$ cat config.mk
export PLATFORM = sky130hd
export DESIGN_NAME = multicycle_controller
export DESIGN_NICKNAME = d
export VERILOG_FILES = /design/src/rtl/ctrl_pkg.sv /design/src/rtl/ctrl_perf_counters.sv /design/src/rtl/multicycle_controller.sv
export SDC_FILE = /design/constraint.sdc
export NUM_CORES = 1
export LEC_CHECK = 0
export BUFFER_PORTS_ARGS = -buffer_cell sky130_fd_sc_hd__buf_2
export CAP_MARGIN = 25
export CORE_MARGIN = 1.5
export CORE_UTILIZATION = 33
export CTS_BUF_LIST = sky130_fd_sc_hd__clkbuf_4 sky130_fd_sc_hd__clkbuf_8 sky130_fd_sc_hd__clkbuf_16
export CTS_CLUSTER_DIAMETER = 120
export DETAILED_ROUTE_END_ITERATION = 6
export GPL_TIMING_DRIVEN = 0
export MAX_ROUTING_LAYER = met4
export SYNTH_ARGS = -nofsm -noshare
export SYNTH_HDL_FRONTEND = slang
export SYNTH_SLANG_ARGS = --single-unit
$ cat constraint.sdc
create_clock -name clk -period 1.3 [get_ports clk]
set_input_delay 0.195 -clock clk [delete_from_list [all_inputs] [get_ports clk]]
set_output_delay 0.195 -clock clk [all_outputs]
set_load 0.02 [all_outputs]
$ cat src/rtl/ctrl_pkg.sv
// Shared definitions for the multi-cycle MIPS control unit: state codes,
// opcode constants and the datapath select encodings the FSM drives.
package ctrl_pkg;

  // State codes double as the debug value on the state port.
  typedef enum logic [3:0] {
    S_IDLE   = 4'd0,
    S_FETCH  = 4'd1,
    S_DECODE = 4'd2,
    S_MEMADR = 4'd3,
    S_MEMRD  = 4'd4,
    S_MEMWB  = 4'd5,
    S_MEMWR  = 4'd6,
    S_EXEC   = 4'd7,
    S_ALUWB  = 4'd8,
    S_IMMEX  = 4'd9,
    S_IMMWB  = 4'd10,
    S_BRANCH = 4'd11,
    S_JUMP   = 4'd12,
    S_PERF   = 4'd13
  } state_e;

  localparam logic [5:0] OP_R    = 6'b000000;
  localparam logic [5:0] OP_J    = 6'b000010;
  localparam logic [5:0] OP_JAL  = 6'b000011;
  localparam logic [5:0] OP_BEQ  = 6'b000100;
  localparam logic [5:0] OP_ADDI = 6'b001000;
  localparam logic [5:0] OP_SLTI = 6'b001010;
  localparam logic [5:0] OP_LW   = 6'b100011;
  localparam logic [5:0] OP_SW   = 6'b101011;
  localparam logic [5:0] OP_PERF = 6'b110011;

  localparam logic [1:0] ALU_FUNCT = 2'b00;
  localparam logic [1:0] ALU_SUB   = 2'b01;
  localparam logic [1:0] ALU_SLT   = 2'b10;
  localparam logic [1:0] ALU_ADD   = 2'b11;

  localparam logic [1:0] REG_DST_RT = 2'b00;
  localparam logic [1:0] REG_DST_RD = 2'b01;
  localparam logic [1:0] REG_DST_RA = 2'b10;

  localparam logic [1:0] M2R_ALU = 2'b00;
  localparam logic [1:0] M2R_MDR = 2'b01;
  localparam logic [1:0] M2R_PC  = 2'b10;

  localparam logic [1:0] PC_SRC_ALU    = 2'b00;
  localparam logic [1:0] PC_SRC_ALUOUT = 2'b01;
  localparam logic [1:0] PC_SRC_JUMP   = 2'b10;

  localparam logic [1:0] SRCB_RT     = 2'b00;
  localparam logic [1:0] SRCB_FOUR   = 2'b01;
  localparam logic [1:0] SRCB_IMM    = 2'b10;
  localparam logic [1:0] SRCB_IMM_SH = 2'b11;

  // States that wait on the memory handshake.
  function automatic logic is_wait_state(input logic [3:0] s);
    return (s == S_FETCH) || (s == S_MEMRD) || (s == S_MEMWR);
  endfunction

endpackage

$ cat src/rtl/ctrl_perf_counters.sv
// Cycle and retired-instruction counters for the multi-cycle controller.
// Both wrap; a clear request wins over a same-cycle increment.
module ctrl_perf_counters #(
  parameter int W = 32
) (
  input  logic         clk,
  input  logic         rst_n,
  input  logic         i_count,
  input  logic         i_retire,
  input  logic         i_clear,
  output logic [W-1:0] o_cycle_cnt,
  output logic [W-1:0] o_instr_cnt
);

  logic [W-1:0] r_cycle_cnt;
  logic [W-1:0] r_instr_cnt;

  // Count active cycles and retirements; clear takes priority.
  always_ff @(posedge clk or negedge rst_n) begin
    if (!rst_n) begin
      r_cycle_cnt <= '0;
      r_instr_cnt <= '0;
    end else if (i_clear) begin
      r_cycle_cnt <= '0;
      r_instr_cnt <= '0;
    end else begin
      if (i_count)  r_cycle_cnt <= r_cycle_cnt + 1'b1;
      if (i_retire) r_instr_cnt <= r_instr_cnt + 1'b1;
    end
  end

  assign o_cycle_cnt = r_cycle_cnt;
  assign o_instr_cnt = r_instr_cnt;

endmodule

$ cat src/rtl/multicycle_controller.sv
// Multi-cycle MIPS control FSM (Moore). Sequences each instruction over
// 3-5 cycles, stalls on the memory handshake, flags unknown opcodes and
// optionally aborts long stalls (STALL_MAX != 0).
// Optional feature macro: PERF_COUNTERS_EN adds cycle_cnt / instr_cnt.
//
// Memory handshake: mem_read / mem_write are held for as long as the FSM
// sits in FETCH, MEMRD or MEMWR; the access completes in the cycle where
// mem_ready is high, and the FSM advances on that clock edge. mem_ready is
// ignored in every other state.
module multicycle_controller
  import ctrl_pkg::*;
#(
  parameter int PERF_CNT_W = 32,
  parameter int STALL_MAX  = 0
) (
  input  logic       clk,
  input  logic       reset,
  input  logic [5:0] opcode,
  input  logic       mem_ready,
  output logic       pc_write,
  output logic       branch,
  output logic       ir_write,
  output logic       iord,
  output logic       mem_read,
  output logic       mem_write,
  output logic [1:0] reg_dst,
  output logic [1:0] mem_to_reg,
  output logic [1:0] alu_op,
  output logic       alu_src_a,
  output logic [1:0] alu_src_b,
  output logic [1:0] pc_src,
  output logic       reg_write,
  output logic       sign_or_zero,
  output logic       perf,
  output logic       retire,
  output logic       illegal,
  output logic       mem_timeout,
  output logic [3:0] state
`ifdef PERF_COUNTERS_EN
  ,
  output logic [PERF_CNT_W-1:0] cycle_cnt,
  output logic [PERF_CNT_W-1:0] instr_cnt
`endif
);

  logic [3:0] r_state;
  logic [3:0] w_next;
  logic [5:0] r_op;
  logic       w_wait;
  logic       w_known;
  logic       w_timeout;
  logic [1:0] w_imm_alu;
  logic       w_imm_sext;

  assign w_wait     = is_wait_state(r_state);
  assign w_imm_alu  = (r_op == OP_SLTI) ? ALU_SLT : ALU_ADD;
  assign w_imm_sext = (r_op != OP_SLTI);

  // Recognised opcodes; anything else is flagged in DECODE.
  always_comb begin
    w_known = 1'b0;
    case (opcode)
      OP_R, OP_J, OP_JAL, OP_BEQ, OP_ADDI,
      OP_SLTI, OP_LW, OP_SW, OP_PERF: w_known = 1'b1;
      default: w_known = 1'b0;
    endcase
  end

  // Stall watchdog: counts consecutive stalled cycles in one wait state and
  // fires when a further stall would exceed STALL_MAX. mem_ready wins.
  generate
    if (STALL_MAX != 0) begin : g_wdog
      localparam int SW = $clog2(STALL_MAX + 2);
      logic [SW-1:0] r_stall;

      // Clear on any state change or abort, count stalled wait cycles.
      always_ff @(posedge clk or negedge reset) begin
        if (!reset)                                r_stall <= '0;
        else if ((w_next != r_state) || w_timeout) r_stall <= '0;
        else if (w_wait && !mem_ready)             r_stall <= r_stall + 1'b1;
      end

      assign w_timeout = w_wait && !mem_ready && (r_stall == SW'(STALL_MAX));
    end else begin : g_no_wdog
      assign w_timeout = 1'b0;
    end
  endgenerate

  // Next-state selection; a watchdog abort always returns to FETCH.
  always_comb begin
    w_next = r_state;
    case (r_state)
      S_IDLE:   w_next = S_FETCH;
      S_FETCH:  if (mem_ready) w_next = S_DECODE;
      S_DECODE: begin
        case (opcode)
          OP_LW, OP_SW:     w_next = S_MEMADR;
          OP_R:             w_next = S_EXEC;
          OP_ADDI, OP_SLTI: w_next = S_IMMEX;
          OP_BEQ:           w_next = S_BRANCH;
          OP_J, OP_JAL:     w_next = S_JUMP;
          OP_PERF:          w_next = S_PERF;
          default:          w_next = S_FETCH;
        endcase
      end
      S_MEMADR: w_next = (r_op == OP_LW) ? S_MEMRD : S_MEMWR;
      S_MEMRD:  if (mem_ready) w_next = S_MEMWB;
      S_MEMWB:  w_next = S_FETCH;
      S_MEMWR:  if (mem_ready) w_next = S_FETCH;
      S_EXEC:   w_next = S_ALUWB;
      S_ALUWB:  w_next = S_FETCH;
      S_IMMEX:  w_next = S_IMMWB;
      S_IMMWB, S_BRANCH, S_JUMP, S_PERF: w_next = S_FETCH;
      default:  w_next = S_FETCH;
    endcase
    if (w_timeout) w_next = S_FETCH;
  end

  // State register and opcode latch (captured as DECODE ends).
  always_ff @(posedge clk or negedge reset) begin
    if (!reset) begin
      r_state <= S_IDLE;
      r_op    <= '0;
    end else begin
      r_state <= w_next;
      if (r_state == S_DECODE) r_op <= opcode;
    end
  end

  // Per-state control outputs; everything not set stays at its default.
  always_comb begin
    pc_write     = 1'b0;
    branch       = 1'b0;
    ir_write     = 1'b0;
    iord         = 1'b0;
    mem_read     = 1'b0;
    mem_write    = 1'b0;
    reg_dst      = REG_DST_RT;
    mem_to_reg   = M2R_ALU;
    alu_op       = ALU_FUNCT;
    alu_src_a    = 1'b0;
    alu_src_b    = SRCB_RT;
    pc_src       = PC_SRC_ALU;
    reg_write    = 1'b0;
    sign_or_zero = 1'b1;
    perf         = 1'b0;
    retire       = 1'b0;
    case (r_state)
      S_FETCH: begin
        mem_read  = 1'b1;
        alu_src_b = SRCB_FOUR;
        ir_write  = mem_ready;
        pc_write  = mem_ready;
      end
      S_DECODE: alu_src_b = SRCB_IMM_SH;
      S_MEMADR: begin
        alu_src_a = 1'b1;
        alu_src_b = SRCB_IMM;
        alu_op    = ALU_ADD;
      end
      S_MEMRD: begin
        iord     = 1'b1;
        mem_read = 1'b1;
      end
      S_MEMWB: begin
        mem_to_reg = M2R_MDR;
        reg_write  = 1'b1;
        retire     = 1'b1;
      end
      S_MEMWR: begin
        iord      = 1'b1;
        mem_write = 1'b1;
        retire    = mem_ready;
      end
      S_EXEC: begin
        alu_src_a = 1'b1;
        alu_op    = ALU_FUNCT;
      end
      S_ALUWB: begin
        reg_dst   = REG_DST_RD;
        reg_write = 1'b1;
        retire    = 1'b1;
      end
      S_IMMEX: begin
        alu_src_a    = 1'b1;
        alu_src_b    = SRCB_IMM;
        alu_op       = w_imm_alu;
        sign_or_zero = w_imm_sext;
      end
      S_IMMWB: begin
        reg_write    = 1'b1;
        retire       = 1'b1;
        alu_op       = w_imm_alu;
        sign_or_zero = w_imm_sext;
      end
      S_BRANCH: begin
        alu_src_a = 1'b1;
        alu_op    = ALU_SUB;
        pc_src    = PC_SRC_ALUOUT;
        branch    = 1'b1;
        retire    = 1'b1;
      end
      S_JUMP: begin
        pc_src   = PC_SRC_JUMP;
        pc_write = 1'b1;
        retire   = 1'b1;
        if (r_op == OP_JAL) begin
          reg_dst    = REG_DST_RA;
          mem_to_reg = M2R_PC;
          reg_write  = 1'b1;
        end
      end
      S_PERF: begin
        perf   = 1'b1;
        retire = 1'b1;
      end
      default: ;
    endcase
  end

  assign illegal     = (r_state == S_DECODE) && !w_known;
  assign mem_timeout = w_timeout;
  assign state       = r_state;

`ifdef PERF_COUNTERS_EN
  logic w_cnt_active;
  logic w_cnt_clear;

  assign w_cnt_active = (r_state != S_IDLE);
  assign w_cnt_clear  = (r_state == S_PERF);

  ctrl_perf_counters #(
    .W(PERF_CNT_W)
  ) u_perf_counters (
    .clk         (clk),
    .rst_n       (reset),
    .i_count     (w_cnt_active),
    .i_retire    (retire),
    .i_clear     (w_cnt_clear),
    .o_cycle_cnt (cycle_cnt),
    .o_instr_cnt (instr_cnt)
  );
`endif

endmodule

==> results.md <==
* Highest net fanout along the worst path at 2
* Number of max-slew violations in the final report at 0
* CTS tree: yes
* Finished Cell Area at approximately 2000 sq um
* Synthesized area at 892 sq um
* Final setup vio count at 33
* Warning count from the yosys run at 0
* Wire length of the first global-routing pass at 4.77 mm
* Largest net degree at the start of global routing at 11
* Setup skew after layout at 0.00411 ns
* Max-cap check violation count at 0
* Largest cells by area after synthesis: dfrtp_1, mux2_2, nor2_1
* Clock buffers created by TritonCTS at 3
* Crit-path slowest cell: dfrtp_1
* Core region area at ~2500 sq um
* Final Hold Vio Count at 0
* Total leakage power at about 0.85 nW
* Via count of the routed design at 1226
* Worst slew slack as a fraction of its limit at 63.5%
* Post-route ant nets at 0
* Fin Setup TNS at -8.89 ns
* Wirelength per Cell at roughly 19 microns
* Count of flip-flops with a built-in enable after synthesis at 0
* Flip-flop cell with the highest count after synthesis: dfrtp_1
* Final weighted congestion in routability-driven placement at about 0.82
* Clock root buffer master: clkbuf_4
* Buffer levels on the longest clock path at 2
* Crit path cell chain: nor3b_2 > nand3_2 > o21a_1 > o32ai_4 > buf_6
* Kind of critical path: flip-flop to output pin
* Number of sinks on the clock net at 10
* Arrival time of data at the critical path endpoint at 1.70 ns
* HPWL after detailed placement at 1.95 mm
* Number of inserted diodes at 0
* DRT Pass-1 Iters at 4
* Combined global-route utilization of all metal layers at 23.0%
* Number of H-tree levels at 1
* Routed WL at 4.05 mm
* Req. time, crit path at 1.11 ns
* Clock-pin transition on the worst setup and hold timing paths at 0.06 ns
* Hold Crit Class: input pin to flip-flop
* Endpoint type of the worst setup path: output pin
* Floorplan die area at around 3000 sq um
* Minimum clock period after layout at 1.90 ns
* Synthesis-to-layout area growth at 123%
* Outcome: finished with violations
* Proportion of synthesized chip area in sequential cells at 28.1%
* Clk Latency, worst-skew pair at 0.26 ns
* Kind of start point of the critical path: flip-flop
* Post-Synthesis Cells at between 100 and 150
* Final worst path period share at 146%
* Num ports at 36
* Crit path buffers/inverters at 1
* Port bufs at 33
* Failing checks: setup timing
* Vias in the first global route at roughly 1000
* Initial core utilization at 35.4%
* Detailed-route vias per instance at 5.73
* PnR worst setup slack at -0.598 ns
* Mean Syn Cell Area at 7.43 sq um
* Iteration-0 DRC count of the detailed router at 45
* Slew at the pin closest to its max-slew limit at 0.548 ns
* Number of register bits inferred by synthesis at 10
* # nets final at around 200
* Area leader, netlist: dfrtp_1
* Number of antenna violations at the first check in global routing at 0
* Worst path top cell family by delay: compound AO/OA/AOI/OAI gates
* Yosys top cell area share at 28.1%
* Number of remaining DRC errors at 0
* Placed standard-cell area at 1250 sq um
* Maximum frequency from static timing analysis at 527 MHz
* Synth async-reset ratio at 100%
* Standard-cell row count at 18
* Unique cell type count in the Yosys netlist at 36
* Unrepaired setup endpoints after global routing: yes
* Crit-path max cell delay at just under 0.4 ns
* Fraction of final layout cells sized beyond drive strength 1 at 69.6%
* Power density relative to cell area at between 2000 and 3000 nW/um^2
* Maximum vdd ir drop at 2100 uV
* Chip width at 55.0 microns
* Net Count, Synth at 129
* Remaining Overflow, GRT at 0
* Die height at 55.0 microns
synthesized netlist by cell type (3+ instances only):
| cell type | n |
|---|---|
| a21oi_1 | 7 |
| and3_1 | 4 |
| buf_2 | 4 |
| buf_4 | 3 |
| clkbuf_1 | 4 |
| dfrtp_1 | 10 |
| mux2_2 | 6 |
| nand2_1 | 12 |
| nand2b_1 | 6 |
| nand3_1 | 8 |
| nor2_1 | 16 |
| nor3_1 | 5 |
| o21ai_0 | 3 |
cells in the final DEF (no fill, tap or decap), types with 2 or more instances in the layout:
master / instances
and3_4: 2
mux2_4: 6
nand2_1: 7
nor2_2: 3
buf_2: 9
nor3_2: 2
nand2_8: 2
and2_4: 2
nand2_4: 2
dfrtp_1: 6
nor3_4: 2
nor3_1: 2
nor2_4: 7
a21oi_2: 3
buf_12: 3
buf_8: 4
inv_1: 2
o211ai_1: 2
a21oi_1: 3
buf_6: 34
o21a_1: 2
buf_4: 15
nand2b_4: 5
nand3b_1: 2
nor2_1: 6
nand3_1: 3
and3_1: 2
nand4_1: 2
clkbuf_4: 4
dfrtp_2: 4
o21ai_0: 2
nand3_2: 4
registers in the layout, summed over array words and instances (netlist names):
name,cells
r_op,6
state,4
timing repair:
action                                 in CTS  in global routing
endpoints found under the hold margin      10                  0
pin swaps                                  22                 22
setup endpoints to repair                  32                 33
cloned                                      1                  0
hold buffers                                1                  0
setup buffers                              20                 11
gates resized for setup                    93                 34
worst reg2reg max path: cells and delay by family, from the launching register on:
family / cells / cell delay, ns
DFF: 1 / 0.39
AOI/OAI and AO/OA: 2 / 0.38
and+or+nand+nor: 2 / 0.35
buffers and inverters: 2 / 0.26
stage by stage:
| step | setup WS [ns] | power, mW | utilization, % | hold WS, ns | instances |
|---|---|---|---|---|---|
| final | -0.598 | 5.02 | 78.7 | 0.203 | 214 |
| after global placement | -0.399 | 2.75 | 49.6 | 0.0610 | 183 |
| after floorplan | -0.269 | 2.25 | - | -0.101 | 120 |
| after CTS | -0.537 | 4.33 | 70.7 | 0.250 | 206 |
| after global routing | -0.657 | 5.26 | 78.7 | 0.206 | 214 |
| after detailed placement | -0.419 | 2.78 | 49.6 | 0.0631 | 183 |
final timing paths:
| kind | start | end | slack, ns | cells past startpoint |
|---|---|---|---|---|
| max reg2reg | r_op[2]$_DFFE_PN0P_ | state[1]$_DFFE_PN0P_ | -0.22 | 6 |
| min | opcode[5] | r_op[5]$_DFFE_PN0P_ | 0.20 | 2 |
| min in group asynchronous | reset | state[3]$_DFFE_PN0P_ | 0.32 | 2 |
| min reg2reg | r_op[1]$_DFFE_PN0P_ | r_op[1]$_DFFE_PN0P_ | 0.52 | 1 |
| max in group asynchronous | reset | state[2]$_DFFE_PN0P_ | 0.77 | 2 |
| max | r_op[2]$_DFFE_PN0P_ | reg_write | -0.60 | 5 |
layer usage:
| layer | vias to the layer above | global-route usage [%] | part of all wire [%] |
|---|---|---|---|
| met5 | - | - | 0 |
| met4 | 0 | 13.8 | 3.5 |
| met3 | 14 | 2.42 | 4.6 |
| met2 | 55 | 39.9 | 51 |
| met1 | 599 | 25.3 | 40 |
| li1 | 558 | - | - |
logic make-up (layout without fill, tap and decap cells):
family | Yosys count | in the layout | share of synthesized area, %
flops | 10 | 10 | 28.1
simple gates | 65 | 65 | 38.4
xor+xnor | 1 | 1 | 0.982
compound gates | 24 | 24 | 17.3
buf+inv | 13 | 77 | 7.29
mux | 6 | 6 | 7.57
other cells | 1 | 1 | 0.420
report_power, final:
part	total [mW]	switching [mW]	internal, mW	leakage, nW
combinational	4.14	1.96	2.18	0.718
clock	0.203	0.0968	0.107	0.0138
sequential	0.681	0.210	0.471	0.117
total	5.02	2.27	2.75	0.848
area by class of cell:
type / instances / area, sq um
Sequential cell: 10 / 255
Timing Repair Buffer: 63 / 638
Buffer: 9 / 114
Inverter: 2 / 7.51
Fill cell: 145 / 537
Tap cell: 30 / 37.5
Clock buffer: 3 / 22.5
Multi-Input combinational cell: 97 / 911
No activity file was read; power rests on OpenSTA's default activity.
